===== config.mk =====
export PLATFORM = sky130hd
export DESIGN_NAME = mio_bus_resp
export DESIGN_NICKNAME = d
export VERILOG_FILES = /design/src/rtl/mio_pkg.sv /design/src/rtl/mio_wait_cnt.sv /design/src/rtl/mio_bus_resp.sv
export SDC_FILE = /design/constraint.sdc
export NUM_CORES = 1
export LEC_CHECK = 0
export CORE_MARGIN = 2
export CORE_UTILIZATION = 35
export CTS_BUF_LIST = sky130_fd_sc_hd__clkbuf_8 sky130_fd_sc_hd__clkbuf_16
export DETAILED_ROUTE_END_ITERATION = 16
export PLACE_DENSITY = 0.87
export SLEW_MARGIN = 25
export SYNTH_ARGS = -nofsm -noshare
export SYNTH_HDL_FRONTEND = slang
export SYNTH_SLANG_ARGS = --single-unit

===== constraint.sdc =====
create_clock -name clk -period 2.65 [get_ports clk]
set_input_delay 0.53 -clock clk [delete_from_list [all_inputs] [get_ports clk]]
set_output_delay 0.53 -clock clk [all_outputs]
set_load 0.1 [all_outputs]

===== src/rtl/mio_pkg.sv =====
// +----------------------------------------------------------------------+
// | mio_pkg : shared encodings and widths for the memory/IO responder    |
// | Rev 1.0                                                              |
// +----------------------------------------------------------------------+
`default_nettype none

package mio_pkg;

  typedef enum logic [1:0] {
    MIO_IDLE = 2'd0,
    MIO_BUSY = 2'd1,
    MIO_DONE = 2'd2
  } mio_state_t;

  localparam logic [3:0] IO_BASE = 4'hF;
  localparam int         RAM_AW  = 10;
  localparam int         IO_AW   = 8;

endpackage

`default_nettype wire


===== src/rtl/mio_wait_cnt.sv =====
// +----------------------------------------------------------------------+
// | mio_wait_cnt : 4-bit loadable down-counter for bus wait states       |
// | Rev 1.0                                                              |
// +----------------------------------------------------------------------+
`default_nettype none

module mio_wait_cnt (
  input  logic       clk,
  input  logic       reset,
  input  logic       load,
  input  logic [3:0] val,
  input  logic       dec,
  output logic       zero
);

  logic [3:0] cnt;

  // Load wins over decrement; the count saturates at zero.
  always_ff @(posedge clk) begin
    if (reset) begin
      cnt <= 4'd0;
    end else if (load) begin
      cnt <= val;
    end else if (dec && (cnt != 4'd0)) begin
      cnt <= cnt - 4'd1;
    end
  end

  assign zero = (cnt == 4'd0);

endmodule

`default_nettype wire


===== src/rtl/mio_bus_resp.sv =====
// +----------------------------------------------------------------------+
// | mio_bus_resp : CPU memory/IO bus responder with per-region waits     |
// | Rev 1.0                                                              |
// +----------------------------------------------------------------------+
`default_nettype none

module mio_bus_resp
  import mio_pkg::*;
#(
  parameter int unsigned RAM_WAIT = 2,
  parameter int unsigned IO_WAIT  = 4
) (
  input  logic              clk,
  input  logic              reset,
  input  logic              CPU_MIO,
  input  logic              MemRead,
  input  logic              MemWrite,
  input  logic [31:0]       addr,
  input  logic [31:0]       Data_in,
  output logic [31:0]       Data_out,
  output logic              MIO_ready,
  output logic [RAM_AW-1:0] ram_addr,
  output logic [31:0]       ram_din,
  output logic              ram_we,
  input  logic [31:0]       ram_dout,
  output logic [IO_AW-1:0]  io_addr,
  output logic [31:0]       io_din,
  output logic              io_we,
  output logic              io_rd,
  input  logic [31:0]       io_dout,
  output logic [1:0]        mio_state
);

  mio_state_t        state;
  mio_state_t        state_nxt;
  logic              is_wr;
  logic              is_io;
  logic [RAM_AW-1:0] addr_q;
  logic [31:0]       data_q;

  logic              req;
  logic              req_io;
  logic              cnt_load;
  logic              cnt_dec;
  logic              cnt_zero;
  logic [3:0]        cnt_val;
  logic              access;

  // Byte-lane and upper RAM address bits are don't-care in this map.
  logic unused_addr_bits;
  assign unused_addr_bits = &{1'b0, addr[27:RAM_AW+2], addr[1:0]};

  assign req     = CPU_MIO && (MemRead || MemWrite);
  assign req_io  = (addr[31:28] == IO_BASE);
  assign cnt_val = req_io ? 4'(IO_WAIT) : 4'(RAM_WAIT);
  assign access  = (state == MIO_BUSY) && cnt_zero;

  mio_wait_cnt u_wait_cnt (
    .clk   (clk),
    .reset (reset),
    .load  (cnt_load),
    .val   (cnt_val),
    .dec   (cnt_dec),
    .zero  (cnt_zero)
  );

  always_comb begin
    state_nxt = state;
    cnt_load  = 1'b0;
    cnt_dec   = 1'b0;
    case (state)
      MIO_IDLE: begin
        if (req) begin
          cnt_load  = 1'b1;
          state_nxt = MIO_BUSY;
        end
      end
      MIO_BUSY: begin
        if (cnt_zero) begin
          state_nxt = MIO_DONE;
        end else begin
          cnt_dec = 1'b1;
        end
      end
      MIO_DONE: state_nxt = MIO_IDLE;
      default:  state_nxt = MIO_IDLE;
    endcase
  end

  always_ff @(posedge clk) begin
    if (reset) begin
      state    <= MIO_IDLE;
      is_wr    <= 1'b0;
      is_io    <= 1'b0;
      addr_q   <= '0;
      data_q   <= '0;
      Data_out <= '0;
    end else begin
      state <= state_nxt;
      if ((state == MIO_IDLE) && req) begin
        is_wr  <= MemWrite;
        is_io  <= req_io;
        addr_q <= addr[RAM_AW+1:2];
        data_q <= Data_in;
      end
      if (access && !is_wr) begin
        Data_out <= is_io ? io_dout : ram_dout;
      end
    end
  end

  // Strobes depend on registered state only, never on live CPU inputs.
  assign ram_we    = access && is_wr && !is_io;
  assign io_we     = access && is_wr && is_io;
  assign io_rd     = access && !is_wr && is_io;
  assign MIO_ready = (state == MIO_DONE);

  assign ram_addr  = addr_q;
  assign io_addr   = addr_q[IO_AW-1:0];
  assign ram_din   = data_q;
  assign io_din    = data_q;
  assign mio_state = state;

endmodule

`default_nettype wire

==> results_dict.tcl, run 1 <==
set metrics [dict create \
    slew_headroom_pct 43.6 \
    path_clk_slew_ns 0.06 \
    die_h_um 112 \
    cts_setup_buffers 0 \
    cp_data_required_time_ns 2.12 \
    wl_per_cell_um 15.8 \
    yosysMostFrequentCell "dfxtp_1" \
    grt_use_total_pct 18.7 \
    wl_met3_um 595 \
    worstSetupEndpointType "output port" \
    drtAntennaViolNets 0 \
    synthAdderAreaFrac_pct 0.304 \
    port_buffers 234 \
    grt_pass1_vias 3914 \
    first_pass_iters 4 \
    crit_chain "inv_1 > ha_1 > or3b_1 > or3_4 > nor2_4 > buf_12" \
    gp_congestion 0.780 \
    synth_top_area_share_pct 39.9 \
    via_count 4009 \
    drive_above_1_share_pct 33.7 \
    stdcell_count 787 \
    post_cts_resized 0 \
    ys_warn_count 0 \
    cp_slowest_cell "or3b_1" \
    ios 253 \
    synth_area_leaders "dfxtp_1 40%, a211oi_2 8.8%, mux2_2 8.7%" \
    grt_max_degree 70 \
    final_util_pct 55.4 \
    die_w_um 112 \
    min_period_ns 2.51 \
    cap_violations 0 \
    clock_latency_ns 0.33 \
    synth_simple_gate_area_share_pct 14.0 \
    synthesis.nets 606 \
    cts_tree "built" \
    finalSetupViolCount 0 \
    tightest_slew_ns 0.847 \
    wirelength_mm 12.4 \
    setup_tns_ns 0 \
    synth_top_family_by_area "compound AO/OA/AOI/OAI gates" \
    postSynth.asyncResetShare_pct 0 \
    yosys.area_share.xor_xnor_pct 0 \
    initial_utilization_pct 35.9 \
    route.detailed.drc 0 \
    power_density_mw_per_mm2 723 \
    holdBufCountCts 0 \
    synthTopCellsByCount "82 x dfxtp_1, 48 x a21oi_1, 45 x nand3_1" \
    crit_type "register to output port" \
    h-tree-depth 3 \
    wl_met1_mm 5.03 \
    synth_edf_count 0 \
    final_max_slew_viol_count 0 \
    synth_compound_area_share_pct 21.4 \
    synth_seq_cells 82 \
    dpl.hpwl_mm 8.85 \
    synthMuxAreaShare_pct 8.75 \
    antenna_found_initial 1 \
    num_rows 39 \
    clock_path_buffers 2 \
    crit_fanout 3 \
    status "finished, final reports clean" \
    synth_cells 472 \
    rsz0062_at_grt "false" \
    finalCritPeriodShare_pct 94.6 \
    synth_seq_area_share_pct 39.9 \
    yosysUniqueCellTypes 34 \
    cp.arrival_ns 1.98 \
    area_delta_synth_final_pct 54.3 \
    max_freq_mhz 399 \
    peakVddDrop_mv 0.391 \
    avgSynthCellArea_um2 8.73 \
    dp_cells 770 \
    synth_top_cell_by_area "dfxtp_1" \
    cts_made_buffers 9 \
    drt_iter0_drc 202 \
    cts_root_buffer "clkbuf_16" \
    grt-ovfl-total 0 \
    synth_flop_cell "dfxtp_1" \
    coreArea_mm2 0.0115 \
    dieArea_mm2 0.0127 \
    clock_sinks 82 \
    synth_area_mm2 0.00412 \
    grt_pass1_wl_mm 19.3 \
    startpoint_type "register" \
    finalClockSkew_ns 0.00657 \
    hold_violations 0 \
    highest_layer "met4" \
    p_leak_nw 2.44 \
    wl_met2_mm 6.58 \
    critPathMaxStageDelay_ns 0.39 \
    via_per_inst 5.09 \
    hold_path.class "register to register" \
    layout.nets 772 \
]
[where the power goes]
| part | switching, mW | internal (mW) |
|---|---|---|
| registers | 0.0711 | 1.33 |
| clock network | 0.511 | 0.921 |
| logic | 1.30 | 0.456 |
| total | 1.88 | 2.71 |
[layer usage]
metal | global-route usage (%) | up-vias
li1 | - | 1973
met1 | 21.6 | 1885
met2 | 33.3 | 133
met3 | 4.48 | 18
met4 | 7.64 | 0
met5 | 0 | -
[critical path, delay by kind of cell, from the launching register on]
| family | cells | cell delay [ns] |
|---|---|---|
| AND/OR/NAND/NOR | 3 | 0.86 |
| flip-flops | 1 | 0.33 |
| buffers and inverters | 2 | 0.26 |
| adder cells (fa/ha/maj) | 1 | 0.19 |
[cell families after synthesis]
logic type | count (synthesis)
compound gates | 129
buf+inv | 125
simple gates | 103
flops | 82
fa+ha+maj | 1
mux | 32
[sequential cells by signal (all words and copies together), names as in the netlist]
signal / cells
io_din: 32
u_wait_cnt.cnt: 4
Data_out: 32
mio_state: 2
is_io: 1
ram_addr: 10
is_wr: 1
[cell type report]
cell class,instances,area (um^2)
timing repair buffer,244,2180
clock buffer,9,225
multi-input combinational,265,1880
inverter,36,135
sequential,82,1640
tap,143,179
clock inverter,7,116
fill,1001,5110
antenna,1,2.50
[stage by stage]
step	worst slack, ns	instance area [um^2]	hold slack, ns	power [mW]
final	0.144	6350	0.463	4.59
after global routing	0.0409	6350	0.484	4.76
after CTS	0.0310	6350	0.463	4.63
after detailed placement	0.343	6010	0.451	3.18
after global placement	0.361	6010	0.447	3.15
after floorplan	-0.125	4150	0.462	2.78
[worst paths after layout]
check	startpoint	end	slack, ns	cells past startpoint
worst max-delay path	u_wait_cnt.cnt[0]	io_rd	0.14	6
worst min register to register	Data_out[1]	Data_out[1]	0.46	2
worst max register to register	u_wait_cnt.cnt[0]	Data_out[30]	0.62	6
worst min-delay path	Data_out[1]	Data_out[1]	0.46	2
[placed cells by master, fill, tap and decap left out, types with 4 or more instances in the layout]
master           instances
buf_4                  126
clkdlybuf4s50_1        113
dfxtp_1                 81
a21oi_1                 48
nand3_1                 45
o21ai_1                 44
inv_1                   36
mux2_2                  32
nor4_1                  32
a211oi_2                29
clkbuf_16                9
buf_12                   5
nor2_4                   4
nand2_1                  4
Note: power is estimated with default switching activity, not from simulation.
==> inputs of run 2 (changes only) <==
Settings changed: CORE_UTILIZATION 35 to 34, CTS_BUF_LIST sky130_fd_sc_hd__clkbuf_8 sky130_fd_sc_hd__clkbuf_16 to not set, PLACE_DENSITY 0.87 to 0.88.
Clock period 2.65 ns to 2.25 ns, I/O delays scaled along.
==> results_dict.tcl, run 2 (synthesized netlist as in run 1, its figures left out) <==
set metrics [dict create \
    cp_slowest_cell "or3b_4" \
    hold_end "Data_out[10]" \
    crit_fanout 2 \
    holdBufCountCts 0 \
    die_h_um 114 \
    ff2ff_path_depth 8 \
    hold_violations 0 \
    initial_utilization_pct 34.6 \
    via_count 4170 \
    setup_slack_ns -0.102 \
    dpl_cell_area_mm2 0.00605 \
    num_rows 40 \
    antenna_cells 0 \
    hp-start "Data_out[10]" \
    final_max_slew_viol_count 0 \
    port_buffers 234 \
    max_freq_mhz 425 \
    tightest_slew_ns 0.719 \
    clock_sinks 82 \
    area_delta_synth_final_pct 55.9 \
    path_clk_slew_ns 0.06 \
    first_pass_iters 5 \
    p_sw_mw 2.22 \
    clock_latency_ns 0.33 \
    grt_pass1_vias 3992 \
    grt-ovfl-total 0 \
    p_leak_nw 2.48 \
    clock_path_buffers 2 \
    ios 253 \
    worstSetupEndpointType "output port" \
    finalClockSkew_ns 0.00829 \
    netSwitchingFraction_pct 42.1 \
    r2r_slack_ns 0.22 \
    holdPathStages 2 \
    peakVddDrop_mv 0.378 \
    via_per_inst 5.22 \
    p_seq_share_pct 31.4 \
    route.detailed.drc 0 \
    rsz0062_at_grt "true" \
    power_density_mw_per_mm2 821 \
    die_w_um 114 \
    wl_per_cell_um 16.3 \
    finalCritPeriodShare_pct 105 \
    power_mw 5.27 \
    wirelength_mm 13.0 \
    fill_cells 1074 \
    finalSetupViolCount 1 \
    antenna_found_initial 0 \
    cts_root_buffer "clkbuf_16" \
    cts_tree "built" \
    status "finished, violations left" \
    path_buf_inv 2 \
    critical-path-top-delay-family "simple AND/OR/NAND/NOR gates" \
    hold_path.class "register to register" \
    layout.nets 781 \
    grt_pass1_wl_mm 19.7 \
    coreArea_mm2 0.0119 \
    timing.rr.end "Data_out[7]" \
    startpoint_type "register" \
    cp.arrival_ns 1.90 \
    cp_data_required_time_ns 1.80 \
    crit_chain "inv_2 > ha_4 > or3b_4 > or3_4 > nor2_4 > buf_12" \
    crit_type "register to output port" \
    min_period_ns 2.35 \
    critPathMaxStageDelay_ns 0.37 \
    final_cell_area_mm2 0.00642 \
    dieArea_mm2 0.0130 \
    grt_use_total_pct 19.1 \
    grt_max_degree 65 \
    power_frac_comb_pct 40.2 \
    cap_violations 0 \
    gp_congestion 0.821 \
    drt_iter0_drc 253 \
    slew_headroom_pct 52.1 \
    h-tree-depth 3 \
    dpl.hpwl_mm 9.26 \
    final_cell_mix "135 x buf_4, 113 x clkdlybuf4s50_1, 77 x dfxtp_1" \
    pwr-share-clk_pct 28.4 \
    internal_power_mw 3.05 \
    setup_tns_ns -0.102 \
    mostFrequentLayoutCell "buf_4" \
    r2r_start "u_wait_cnt.cnt[1]" \
    violations "setup timing" \
    cts_made_buffers 9 \
    drtAntennaViolNets 0 \
    drive_above_1_share_pct 36.0 \
]
-- run 2: changes by cell type in the layout (fill, tap and decap cells not counted), sizes merged --
| cell | change |
|---|---|
| clkbuf | +2 |
| diode | -1 |
| bufinv | -2 |
| clkinv | +1 |
| inv | -1 |
| buf | +9 |
-- run 2: final cells by class --
class,count,area [um^2],area share (%)
timing repair buffer,253,2240,35.0
multi-input combinational,265,1900,29.6
sequential,82,1650,25.7
clock buffer,11,253,3.94
tap,147,184,2.86
inverter,36,135,2.10
clock inverter,5,52.6,0.819
-- run 2: per-stage QoR --
step | hold WS (ns) | cells | setup WS [ns] | utilization [%]
after detailed placement | 0.455 | 778 | 0.0536 | 50.8
after global routing | 0.481 | 799 | -0.159 | 53.9
final | 0.464 | 799 | -0.102 | 53.9
after global placement | 0.444 | 778 | 0.0867 | 50.8
after floorplan | 0.462 | 472 | -0.251 | -
after CTS | 0.464 | 798 | -0.124 | 53.8
-- run 2: how the worst max path moves through the flow --
| stage | cells past startpoint | start | endpoint | slack (ns) |
|---|---|---|---|---|
| 2_1_floorplan | 8 | u_wait_cnt.cnt[0] | io_rd | -0.25 |
| 6_report | 6 | u_wait_cnt.cnt[1] | io_rd | -0.10 |
| 3_5_place_dp | 6 | u_wait_cnt.cnt[0] | io_rd | 0.05 |
| 4_1_cts | 6 | u_wait_cnt.cnt[1] | io_rd | -0.12 |
| 5_1_grt | 6 | u_wait_cnt.cnt[1] | io_rd | -0.16 |
| 3_3_place_gp | 6 | u_wait_cnt.cnt[0] | io_rd | 0.09 |
-- run 2: worst min-delay path, cell delays in order, from the launching register on --
cell	delay, ns
dfxtp_1	0.31
inv_1	0.06
a211oi_2	0.05
-- run 2: repair_timing --
| action | 4_1_cts | 5_1_grt |
|---|---|---|
| setup endpoints to repair | 3 | 3 |
| buffers inserted | 4 | 1 |
| pin swaps | 3 | 2 |
| resized for setup | 9 | 1 |
-- run 2: power groups by stage --
stage / clock (mW) / combinational (mW) / sequential, mW
after global placement: 0 / 2.05 / 1.67
final: 1.50 / 2.12 / 1.66
after global routing: 1.61 / 2.19 / 1.67
after floorplan: 0 / 0.853 / 2.42
after detailed placement: 0 / 2.09 / 1.68
after CTS: 1.55 / 2.12 / 1.65
-- run 2: metal layers --
metal / vias to the layer above / part of all wire (%) / track usage, %
met5: - / 0 / 0
met4: 0 / 2.3 / 8.78
met3: 26 / 5.8 / 3.28
met2: 178 / 52 / 33.6
met1: 1976 / 40 / 22.6
li1: 1990 / - / -
==> RTL edit 1, RTL diff (flow settings as in run 2) <==
The package constant `RAM_AW` goes from 10 to 9.
--- a/src/rtl/mio_pkg.sv
+++ b/src/rtl/mio_pkg.sv
@@ -13,7 +13,7 @@
   } mio_state_t;
 
   localparam logic [3:0] IO_BASE = 4'hF;
-  localparam int         RAM_AW  = 10;
+  localparam int         RAM_AW  = 9;
   localparam int         IO_AW   = 8;
 
 endpackage
Interface: changed (resized ram_addr); port bits go from 253 to 252. The function was not compared with the original's and may differ.
==> RTL edit 1 against run 2 <==
The run still ends with setup timing left; sequential share of layout area decreased by 0.19 points; total power increased by 1.7%; setup slack improved by 0.013 ns; sequential cell count fell by 1; cell area decreased by 0.55%; wire length decreased by 3.8%; area after synthesis fell by 0.82%; cell count is 1.0% lower; critical path type unchanged; critical endpoint unchanged; largest cell class unchanged.
==> RTL edit 1: results (changes against run 2) <==
- The number of cells traversed by the worst register-to-register path was 6 (was 8).
* Status: complete, but fails checks (unchanged)
* GR Util met1: 21.3% (was 22.6%)
* Avg Synthesized Cell Area: 8.75 um2 (was 8.73 um2)
* Setup TNS after final layout: -0.0893 ns (was -0.102 ns)
- The largest vdd supply drop was 406 uV (was 378 uV).
- The net count of the mapped netlist is 601 (was 606).
- Arithmetic-cell share of the synthesized area counting full adders, half adders and majority gates: 0.306% (was 0.304%)
* Aggregate global-route resource usage: 18.6% (was 19.1%)
- The met2 track utilization from global routing is 33.8% (was 33.6%).
- Global-route wire length before repair: 19,600 um (was 19,700 um)
- The port buffer count was 232 (was 234).
- Static leakage power: 2.46 nW (was 2.48 nW)
* Net count, final: 773 (was 781)
- The maximum clock skew at final layout is 0.00533 ns (was 0.00829 ns).
- The met1 routed wirelength after detailed routing came to 4960 um (was 5220 um).
- The register area share after synthesis came to 39.7% (was 39.9%).
* Post-synthesis cell type count: 35 (was 34)
* Maximum number of pins on one net before global-route repair: 46 (was 65)
* RePlAce Congestion: 0.750 (was 0.821)
- The final cell count without fillers was 791 (was 799).
* Total placed instance area: 6000 um2 (was 6050 um2)
- The post-detailed-routing wire length came to 12,500 um (was 13,000 um).
- The final critical-path setup slack is -0.0893 ns (was -0.102 ns).
* Vias: 4,080 (was 4,170)
- Worst setup timing slack at the placement stage: 0.0797 ns (was 0.0536 ns)
- The mux cell area share after synthesis was 8.82% (was 8.75%).
* Synth top area cells: dfxtp_1 (40%), a211oi_2 (8.9%), mux2_2 (8.8%), buf_4 (7.4%), a21oi_1 (5.8%) (was dfxtp_1 (40%), a211oi_2 (8.8%), mux2_2 (8.7%), buf_4 (7.3%), a21oi_1 (5.8%))
- The routing usage on met3 was 4.20% (was 3.28%).
- The number of setup violations in the final report came to 1 (unchanged).
- Violations in the final reports: setup timing (unchanged).
- Length of routed met2 wiring: 6580 um (was 6760 um)
- Worst Tran Pin Value: 0.533 ns (was 0.719 ns)
* Top cell types by occurrence after synthesis: dfxtp_1 (81), a21oi_1 (47), nand3_1 (44), o21ai_1 (43), clkbuf_1 (42) (was dfxtp_1 (82), a21oi_1 (48), nand3_1 (45), o21ai_1 (44), clkbuf_1 (42))
[RTL edit 1: changes by cell type after synthesis]
cell	delta
a21oi_1	-1
buf_1	-1
dfxtp_1	-1
nand3_1	-1
nor3b_1	-1
nor3b_2	+1
o21ai_1	-1
[RTL edit 1: logic make-up (layout without fill, tap and decap cells)]
group                      count (synthesis)  count (layout)
AOI/OAI and AO/OA                        127             127
buffers and inverters                    124             301
and+or+nand+nor                          102             102
DFF                                       81              81
muxes                                     32              32
adders and majority gates                  1               1
[RTL edit 1: repair_timing]
action / in CTS / in global routing
setup buffers: 3 / 0
gates resized for setup: 7 / 1
endpoints found under the setup margin: 1 / 3
cloned: 0 / 0
pin swaps: 3 / 2
[RTL edit 1: worst max-delay path: stages, from the launching register on]
cell     delay [ns]
dfxtp_2        0.32
inv_2          0.07
ha_4           0.13
or3b_1         0.36
or3_4          0.36
nor2_4         0.13
buf_12         0.18
[RTL edit 1: worst paths after layout]
kind,slack [ns],endpoint,start
worst max-delay path,-0.09,io_rd,u_wait_cnt.cnt[0]
worst min register to register,0.47,Data_out[6],Data_out[6]
worst max register to register,0.27,Data_out[1],u_wait_cnt.cnt[0]
worst min-delay path,0.47,Data_out[6],Data_out[6]
[RTL edit 1: final cells by class]
type | count | share of cell area (%)
Clock buffer | 12 | 4.19
Clock inverter | 4 | 1.14
Inverter | 36 | 2.12
Multi-Input combinational cell | 262 | 29.5
Sequential cell | 81 | 25.5
Tap cell | 147 | 2.88
Timing Repair Buffer | 249 | 34.6
[RTL edit 1: where the power goes]
part | switching [mW] | leakage, nW | internal [mW] | total (mW)
clock | 0.566 | 0.164 | 1.07 | 1.63
combinational | 1.53 | 1.63 | 0.556 | 2.09
sequential | 0.0867 | 0.664 | 1.55 | 1.64
==> RTL edit 2, RTL diff (settings of run 2) <==
Without the edit above. Reset style: asynchronous (`reset`), changed in 2 clocked blocks.
--- a/src/rtl/mio_wait_cnt.sv
+++ b/src/rtl/mio_wait_cnt.sv
@@ -16,7 +16,7 @@
   logic [3:0] cnt;
 
   // Load wins over decrement; the count saturates at zero.
-  always_ff @(posedge clk) begin
+  always_ff @(posedge clk or posedge reset) begin
     if (reset) begin
       cnt <= 4'd0;
     end else if (load) begin
--- a/src/rtl/mio_bus_resp.sv
+++ b/src/rtl/mio_bus_resp.sv
@@ -87,7 +87,7 @@
     endcase
   end
 
-  always_ff @(posedge clk) begin
+  always_ff @(posedge clk or posedge reset) begin
     if (reset) begin
       state    <= MIO_IDLE;
       is_wr    <= 1'b0;
Function: differs if reset is asserted again (counterexample within 4 cycles, from zero or initial values and one cycle with reset high); with reset held inactive, the same outputs for 10 cycles.
==> RTL edit 2 against run 2 <==
Maximum frequency up 7.1%; register-to-register slack better by 0.08 ns; non-clock buffer count down 3; sequential cell count unchanged; global-route usage down 4.5 points; area after synthesis down 0.73%; synthesized cell count down 41%; hold slack better by 0.0015 ns; cell area about the same; via count down 31%; setup slack better by 0.16 ns; wire length down 24%.
Power is left out: the tool's default activity adds up to more than one toggle a clock period on the data nets, which glitch-free logic cannot reach.
==> RTL edit 2: results (changes against run 2) <==
- Status: finished clean (was complete, but fails checks)
- The detailed-routing iteration count for the pre-antenna-repair pass came to 3 (was 5).
* Maximum number of pins on one net before global-route repair: 36 (was 65)
- Total placed instance area: 6060 um2 (was 6050 um2)
- The signal arrival time at the worst endpoint came to 1.75 ns (was 1.90 ns).
* Max stage delay cell, worst path: dfrtp_1 (was or3b_4)
* Top cell types by occurrence after synthesis: dfrtp_1 (82), mux2_2 (68), buf_4 (43), mux2_4 (37), buf_12 (4) (was dfxtp_1 (82), a21oi_1 (48), nand3_1 (45), o21ai_1 (44), clkbuf_1 (42))
- The post-detailed-route via-to-cell ratio came to 4.52 (was 5.22).
* Dpl cells: 618 (was 778)
- The weighted congestion at the end of routability-driven global placement is 0.736 (was 0.821).
- Dominant synthesized flop cell: dfrtp_1 (was dfxtp_1)
- The end of the critical path is ram_we (was io_rd).
- Detail Placement HPWL: 7780 um (was 9260 um)
* CP peak stage delay: 0.39 ns (was 0.37 ns)
- Number of max-cap violations: 0 (unchanged)
- The first-pass GRT wire length is 14,700 um (was 19,700 um).
* Detailed Route Iter0 Violations: 66 (was 253)
- Slew HR: 62.2% (was 52.1%)
- The final cell count without fillers is 638 (was 799).
* Slack of the worst reg-to-reg path: 0.30 ns (was 0.22 ns)
- Filler cells: 978 (was 1,074)
- The count of distinct cell types in the synthesized netlist was 33 (was 34).
- Synth top area cells: dfrtp_1 (50%), mux2_2 (19%), mux2_4 (14%), buf_4 (7.9%), buf_12 (2.0%) (was dfxtp_1 (40%), a211oi_2 (8.8%), mux2_2 (8.7%), buf_4 (7.3%), a21oi_1 (5.8%))
- Class of the most critical hold timing path: primary input to asynchronous set/reset pin (was register to register)
- The net count of the mapped netlist came to 411 (was 606).
- Vias in the first global route: 2,942 (was 3,992)
- The worst flop-to-flop path endpoint is Data_out[23] (was Data_out[7]).
- Proportion of synthesized flip-flops having asynchronous set or reset: 100% (was 0%)
* Crit path from: u_wait_cnt.cnt[0] (was u_wait_cnt.cnt[1])
- Register-to-Register Path Depth: 6 (was 8)
- The critical-path maximum fanout came to 3 (was 2).
- Fraction of the yosys area taken by sequential cells: 50.2% (was 39.9%)
- The average detailed-routed wire length per instance came to 15.5 um (was 16.3 um).
- The post-synthesis average cell area is 14.8 um2 (was 8.73 um2).
==> RTL edit 2: cell count changes after synthesis, moves of 4 or more <==
cell,before,now
mux2_2,32,68
a211oi_2,29,0
a21oi_1,48,2
mux2_4,0,37
o21ai_1,44,0
nand2_1,4,0
buf_12,0,4
nand3_1,45,2
inv_1,36,3
clkbuf_1,42,3
nor4_1,32,0
dfrtp_1,0,82
dfxtp_1,82,0
==> RTL edit 2: metrics by stage <==
step	worst slack, ns	hold WS, ns
final	0.0547	0.466
after global routing	-0.0326	0.476
after CTS	0.0115	0.457
after detailed placement	-0.0234	0.489
after global placement	-0.00435	0.474
after floorplan	-0.164	0.529
==> RTL edit 2: final cells by class <==
class                           count  area (um2)  share of cell area (%)
Multi-Input combinational cell    140        1630                    25.3
Timing Repair Buffer              250        2240                    34.8
Inverter                            3        15.0                   0.234
Clock buffer                       12         256                    3.99
Sequential cell                    82        2050                    32.0
Clock inverter                      4        48.8                   0.760
Tap cell                          147         184                    2.86
==> RTL edit 2: logic make-up (layout without fill, tap and decap cells) <==
logic type	after synthesis	in the layout	synth area share [%]
muxes	108	108	33.1
and+or+nand+nor	22	22	4.25
AOI/OAI and AO/OA	9	9	1.35
buffers and inverters	55	269	10.8
adders and majority gates	1	1	0.306
DFF	82	82	50.2
==> RTL edit 2: layer usage <==
layer / vias up / wire (um) / global-route usage, %
li1: 1348 / - / -
met1: 1357 / 3730 / 16.0
met2: 168 / 5040 / 26.8
met3: 12 / 934 / 3.29
met4: 0 / 187 / 6.34
met5: - / 0 / 0
==> RTL edit 2: timing repair <==
action / 4_1_cts / 5_1_grt
hold endpoints to repair: 0 / 0
resized for setup: 6 / 1
setup buffers: 3 / 1
pin swaps: 2 / 2
setup endpoints to repair: 3 / 3
